<file path="src/rtl/mult_arb_pkg.sv">
// Shared types and sizes for the multiplier-sharing arbiter.
package mult_arb_pkg;

    localparam int unsigned N_REQ       = 4;
    localparam int unsigned IDX_W       = 2;
    localparam int unsigned A_W         = 16;
    localparam int unsigned B_W         = 32;
    localparam int unsigned R_W         = 32;
    localparam int unsigned TIMEOUT_DEF = 64;

    typedef enum logic [2:0] {
        IDLE,
        LOAD,
        START,
        ARM,
        WAIT,
        DONE
    } state_t;

endpackage

</file>
<file path="src/rtl/rr_pick4.sv">
// Round-robin winner select over four requesters, searching upward from ptr with wrap.
module rr_pick4
    import mult_arb_pkg::*;
(
    input  logic [N_REQ-1:0] req,
    input  logic [IDX_W-1:0] ptr,
    output logic [N_REQ-1:0] win_c,
    output logic [IDX_W-1:0] idx_c
);

    logic             found;
    logic [IDX_W-1:0] cand;

    always_comb begin
        win_c = '0;
        idx_c = '0;
        found = 1'b0;
        cand  = '0;
        for (int k = 0; k < int'(N_REQ); k++) begin
            cand = ptr + IDX_W'(k);
            if (!found && req[cand]) begin
                found       = 1'b1;
                win_c[cand] = 1'b1;
                idx_c       = cand;
            end
        end
    end

endmodule

</file>
<file path="src/rtl/mult_share_arb.sv">
// Arbitrates four requesters onto one shared booth_mult.
// Optional WAIT timeout with sticky err port: define MULT_ARB_TIMEOUT_EN.
module mult_share_arb #(
    parameter int unsigned N_REQ   = mult_arb_pkg::N_REQ,
    parameter int unsigned TIMEOUT = mult_arb_pkg::TIMEOUT_DEF
) (
    input  logic                                clk,
    input  logic                                rst,
    input  logic [N_REQ-1:0]                    req,
    input  logic [N_REQ*mult_arb_pkg::A_W-1:0]  req_a,
    input  logic [N_REQ*mult_arb_pkg::B_W-1:0]  req_b,
    output logic [N_REQ-1:0]                    gnt,
    output logic [N_REQ-1:0]                    done,
    output logic [mult_arb_pkg::R_W-1:0]        result,
    output logic                                busy,
    output logic                                m_rst,
    output logic                                m_en,
    output logic [mult_arb_pkg::A_W-1:0]        m_a,
    output logic [mult_arb_pkg::B_W-1:0]        m_b,
    input  logic                                m_busy,
    input  logic [mult_arb_pkg::R_W-1:0]        m_r
`ifdef MULT_ARB_TIMEOUT_EN
    ,
    output logic                                err
`endif
);

    import mult_arb_pkg::*;

    if (N_REQ != 4 || TIMEOUT < 2) begin : g_bad_cfg
        $error("mult_share_arb: N_REQ must be 4 and TIMEOUT at least 2");
    end

    state_t           state, state_d;
    logic [IDX_W-1:0] ptr, ptr_d;
    logic [IDX_W-1:0] idx, idx_d;
    logic [N_REQ-1:0] pick_win;
    logic [IDX_W-1:0] pick_idx;

    logic [N_REQ-1:0] gnt_d;
    logic [N_REQ-1:0] done_d;
    logic [R_W-1:0]   result_d;
    logic             busy_d;
    logic             m_rst_d;
    logic             m_en_d;
    logic [A_W-1:0]   m_a_d;
    logic [B_W-1:0]   m_b_d;

`ifdef MULT_ARB_TIMEOUT_EN
    localparam int unsigned TCNT_W = $clog2(TIMEOUT);
    logic [TCNT_W-1:0] tcnt, tcnt_d;
    logic              err_d;
`endif

    rr_pick4 u_pick (
        .req   (req),
        .ptr   (ptr),
        .win_c (pick_win),
        .idx_c (pick_idx)
    );

    // Next state plus registered outputs decoded from the state being entered.
    always_comb begin
        state_d  = state;
        ptr_d    = ptr;
        idx_d    = idx;
        gnt_d    = gnt;
        done_d   = '0;
        result_d = result;
        busy_d   = 1'b0;
        m_rst_d  = 1'b0;
        m_en_d   = 1'b0;
        m_a_d    = m_a;
        m_b_d    = m_b;
`ifdef MULT_ARB_TIMEOUT_EN
        tcnt_d   = tcnt;
        err_d    = err;
`endif

        unique case (state)
            IDLE: begin
                if (|req) begin
                    state_d = LOAD;
                    idx_d   = pick_idx;
                    gnt_d   = pick_win;
                    m_a_d   = req_a[{pick_idx, 4'b0000} +: A_W];
                    m_b_d   = req_b[{pick_idx, 5'b00000} +: B_W];
                end
            end
            LOAD:  state_d = START;
            START: state_d = ARM;
            ARM: begin
                state_d = WAIT;
`ifdef MULT_ARB_TIMEOUT_EN
                tcnt_d  = '0;
`endif
            end
            WAIT: begin
                if (!m_busy) begin
                    result_d = m_r;
                    state_d  = DONE;
                end
`ifdef MULT_ARB_TIMEOUT_EN
                else if (tcnt == TCNT_W'(TIMEOUT - 1)) begin
                    result_d = '0;
                    err_d    = 1'b1;
                    state_d  = DONE;
                end else begin
                    tcnt_d = tcnt + TCNT_W'(1);
                end
`endif
            end
            DONE: begin
                state_d = IDLE;
                ptr_d   = idx + IDX_W'(1);
            end
            default: state_d = IDLE;
        endcase

        if (state_d == IDLE) begin
            gnt_d = '0;
        end
        if (state_d != IDLE) begin
            busy_d = 1'b1;
        end
        if (state_d == IDLE || state_d == DONE) begin
            m_rst_d = 1'b1;
        end
        if (state_d == START) begin
            m_en_d = 1'b1;
        end
        if (state_d == DONE) begin
            done_d = gnt_d;
        end
    end

    always_ff @(posedge clk) begin
        if (rst) begin
            state  <= IDLE;
            ptr    <= '0;
            idx    <= '0;
            gnt    <= '0;
            done   <= '0;
            result <= '0;
            busy   <= 1'b0;
            m_rst  <= 1'b1;
            m_en   <= 1'b0;
            m_a    <= '0;
            m_b    <= '0;
`ifdef MULT_ARB_TIMEOUT_EN
            tcnt   <= '0;
            err    <= 1'b0;
`endif
        end else begin
            state  <= state_d;
            ptr    <= ptr_d;
            idx    <= idx_d;
            gnt    <= gnt_d;
            done   <= done_d;
            result <= result_d;
            busy   <= busy_d;
            m_rst  <= m_rst_d;
            m_en   <= m_en_d;
            m_a    <= m_a_d;
            m_b    <= m_b_d;
`ifdef MULT_ARB_TIMEOUT_EN
            tcnt   <= tcnt_d;
            err    <= err_d;
`endif
        end
    end

endmodule

</file>
<file path="config.mk">
export PLATFORM = sky130hd
export DESIGN_NAME = mult_share_arb
export DESIGN_NICKNAME = d
export VERILOG_FILES = /design/src/rtl/mult_arb_pkg.sv /design/src/rtl/rr_pick4.sv /design/src/rtl/mult_share_arb.sv
export SDC_FILE = /design/constraint.sdc
export NUM_CORES = 1
export LEC_CHECK = 0
export CORE_MARGIN = 2
export CORE_UTILIZATION = 34
export DETAILED_ROUTE_END_ITERATION = 12
export GPL_ROUTABILITY_DRIVEN = 0
export HOLD_SLACK_MARGIN = 0.05
export PLACE_DENSITY = 0.85
export SLEW_MARGIN = 20
export SYNTH_ARGS = -nofsm -noshare
export SYNTH_HDL_FRONTEND = slang
export SYNTH_HIERARCHICAL = 1
export SYNTH_SLANG_ARGS = --single-unit
</file>
<file path="constraint.sdc">
create_clock -name clk -period 3.09 [get_ports clk]
set_input_delay 0.927 -clock clk [delete_from_list [all_inputs] [get_ports clk]]
set_output_delay 0.927 -clock clk [all_outputs]
set_load 0.05 [all_outputs]
</file>
==> results of run 1 <==
-- through the flow --
step           worst slack (ns)  instances
6_report                  0.109       1084
5_1_grt                 0.00239       1084
4_1_cts                  0.0612       1084
3_5_place_dp             -0.508       1067
3_3_place_gp             -0.445       1067
2_1_floorplan            0.0143        552
-- cell families after synthesis --
family,count (synthesis)
flip-flops,98
buffers and inverters,61
multiplexers,56
adder cells (fa/ha/maj),5
AND/OR/NAND/NOR,163
AO/OA/AOI/OAI,167
XOR/XNOR,2
-- repair_timing --
action,4_1_cts,5_1_grt
pin swaps,1,1
setup endpoints to repair,48,34
resized for setup,5,3
buffers inserted,1,0
-- synthesized netlist by cell type, drive strengths merged --
| library cell | number | share of area |
|---|---|---|
| or3 | 2 | 0.0023 |
| clkbuf | 28 | 0.020 |
| nor2b | 6 | 0.0084 |
| a21oi | 91 | 0.091 |
| mux4 | 52 | 0.22 |
| mux2 | 1 | 0.0021 |
| ha | 5 | 0.012 |
| o211ai | 1 | 0.0014 |
| nand3b | 2 | 0.0028 |
| or4 | 1 | 0.0021 |
| o31ai | 1 | 0.0014 |
| nand2 | 74 | 0.052 |
| nor4b | 2 | 0.0044 |
| o21a | 1 | 0.0014 |
| or3b | 1 | 0.0016 |
| nor3 | 4 | 0.0079 |
| xor2 | 1 | 0.0016 |
| o21ai | 55 | 0.051 |
| buf | 29 | 0.036 |
| xnor2 | 1 | 0.0016 |
| nor3b | 1 | 0.0014 |
| or4b | 1 | 0.0019 |
| nand3 | 59 | 0.064 |
| nor2 | 7 | 0.0049 |
| or2 | 1 | 0.0012 |
| mux2i | 3 | 0.0056 |
| o2bb2ai | 5 | 0.0081 |
| a211oi | 3 | 0.0042 |
| inv | 4 | 0.0028 |
| a221oi | 9 | 0.016 |
| dfxtp | 98 | 0.36 |
| nand2b | 1 | 0.0026 |
| o21bai | 1 | 0.0014 |
| nor4 | 1 | 0.0039 |
-- area by class of cell --
class,count,area share
Timing Repair Buffer,357,0.381
Multi-Input combinational cell,393,0.340
Sequential cell,98,0.211
Tap cell,216,0.0291
Clock buffer,10,0.0257
Clock inverter,6,0.0120
Inverter,4,0.00162
-- critical path: stages --
cell and delay (ns):
dlygate4sd2_1 0.29, mux4_2 0.51, nor2_2 0.12, nor2_1 0.07
o31ai_4 0.25, buf_12 0.19, buf_4 0.17, mux4_2 0.52
nand3_1 0.10, a21oi_1 0.06
-- worst paths after layout --
check                     startpoint                 endpoint  slack [ns]  cells after the start
min reg2reg  result[24]$_SDFFE_PP0P_  result[24]$_SDFFE_PP0P_        0.45                      2
min          result[24]$_SDFFE_PP0P_  result[24]$_SDFFE_PP0P_        0.45                      2
max                           req[0]      m_a[1]$_SDFFE_PP0P_        0.11                     10
max reg2reg      ptr[0]$_SDFFE_PP0N_      m_a[1]$_SDFFE_PP0P_        0.30                     11
-- layer usage --
metal | global-route usage | share of wire
met5 | 0 | 0.00046
met4 | 0.0727 | 0.020
met3 | 0.0685 | 0.095
met2 | 0.388 | 0.51
met1 | 0.265 | 0.37
-- power breakdown --
part	total [mW]	switching, mW	internal [mW]
sequential	1.45	0.0772	1.38
combinational	1.62	0.859	0.758
clock	1.32	0.501	0.815
total	4.39	1.44	2.95
-- flip-flops by register name (all words and copies together), names as in the netlist --
name,count
busy,1
done,4
gnt,4
idx,2
m_a,16
m_b,32
m_en,1
m_rst,1
ptr,2
result,32
state,3
==> impl_metrics.py, run 1 <==
metrics = {
    "detailed_routing": {
        "drtPass1Iterations": 5,
        "via_per_inst": 5.23,
        "num_vias": 5673,
        "routed_wl_mm": 19.8,
        "drt-initial-drc-count": 394,
        "ant_nets": 0,
        "drc": 0,
        "routedWlPerCell_um": 18.2,
    },
    "logic_synthesis": {
        "synth_top_family_by_area": "multiplexers",
        "muxShareOfSynthArea": 0.225,
        "synth_cell_type_count": 44,
        "ys_seq_area_frac": 0.364,
        "synth_compound_area_frac": 0.176,
        "ys_ff_latch": 98,
        "yosys.area_share.simple": 0.161,
        "netlist_instances": 552,
        "synth_area_um2": 5390,
        "yosys_warnings": 6,
        "synth-adder-area-share": 0.0116,
        "synth_xor_area_frac": 0.00325,
        "syn_nets": 788,
        "postSynthAreaPerCell_um2": 9.76,
    },
    "sta": {
        "finClkSkew_ns": 0.00790,
        "fin_setup_tns_ns": 0,
        "slew_headroom": 0.372,
        "setup_viol": 0,
        "fmax_ghz": 0.335,
        "fin_crit_sh": 0.965,
        "min_period_ns": 2.98,
        "hold_viol_final": 0,
        "slew_violations": 0,
        "worstMarginPinSlew_ns": 0.942,
        "rsz0062_at_grt": "no",
        "hold_ws_ns": 0.454,
    },
    "setup_path": {
        "crit_type": "in2reg",
        "crit_fanout": 8,
        "cp.arrival_ns": 3.20,
        "end_kind": "register",
        "startpoint_type": "primary input",
        "critical_path_required_ns": 3.31,
    },
    "finish": {
        "fillers": 1277,
        "final_area_um2": 9290,
        "regArea_um2": 1960,
        "mostFrequentLayoutCell": "clkdlybuf4s50_1",
        "layout_common_cells": "316 x clkdlybuf4s50_1, 98 x dfxtp_1, 81 x a21oi_1, 74 x nand2_1, 52 x mux4_2",
        "final_util": 0.591,
        "drive_above_1_share": 0.159,
        "fin_nets": 1099,
        "area_delta_synth_final_pct": 72.4,
        "multi_input_area_um2": 3150,
        "n_antenna_cell": 0,
    },
    "grt": {
        "grt_max_degree": 55,
        "grt_pass1_vias": 5431,
        "grt_remaining_overflow": 0,
        "antenna_found_initial": 1,
        "track_usage": 0.224,
        "grt_first_pass_wirelength_mm": 28.8,
    },
    "die": {
        "die_h_um": 130,
        "start_util": 0.343,
        "io_pins": 322,
        "die_area_um2": 16900,
        "die_w_um": 130,
        "core_region_area_um2": 15700,
        "rows": 46,
    },
    "clock_tree": {
        "cts.sinks": 98,
        "numCtsBuffers": 9,
        "clk_pin_slew_ns": 0.07,
        "cts_tree": "done",
        "htree_levels": 3,
        "cts_buffer_depth": 2,
        "holdBufCountCts": 0,
        "worst_skew_pair.late_latency_ns": 0.35,
        "root_buffer": "clkbuf_16",
    },
    "place": {
        "numPortBuffers": 321,
        "placed_area_um2": 8920,
        "dpl.hpwl_mm": 15.1,
    },
    "status": {
        "status": "finished clean",
    },
    "pwr": {
        "power.leakage_nw": 3.20,
        "ir_drop_v": 0.000254,
        "p_per_area_nw_per_um2": 472,
        "finalPower_mw": 4.39,
    },
    "min_path": {
        "min_path_type": "reg2reg",
    },
    "job": {
        "drv_cap": 0,
    },
}
Note: power is estimated with default switching activity, not from simulation.
==> inputs of run 2 (changes only) <==
- SLEW_MARGIN: 20 -> default
==> results of run 2 <==
Same layout as run 1: the final DEF is identical, and so are final timing and power.
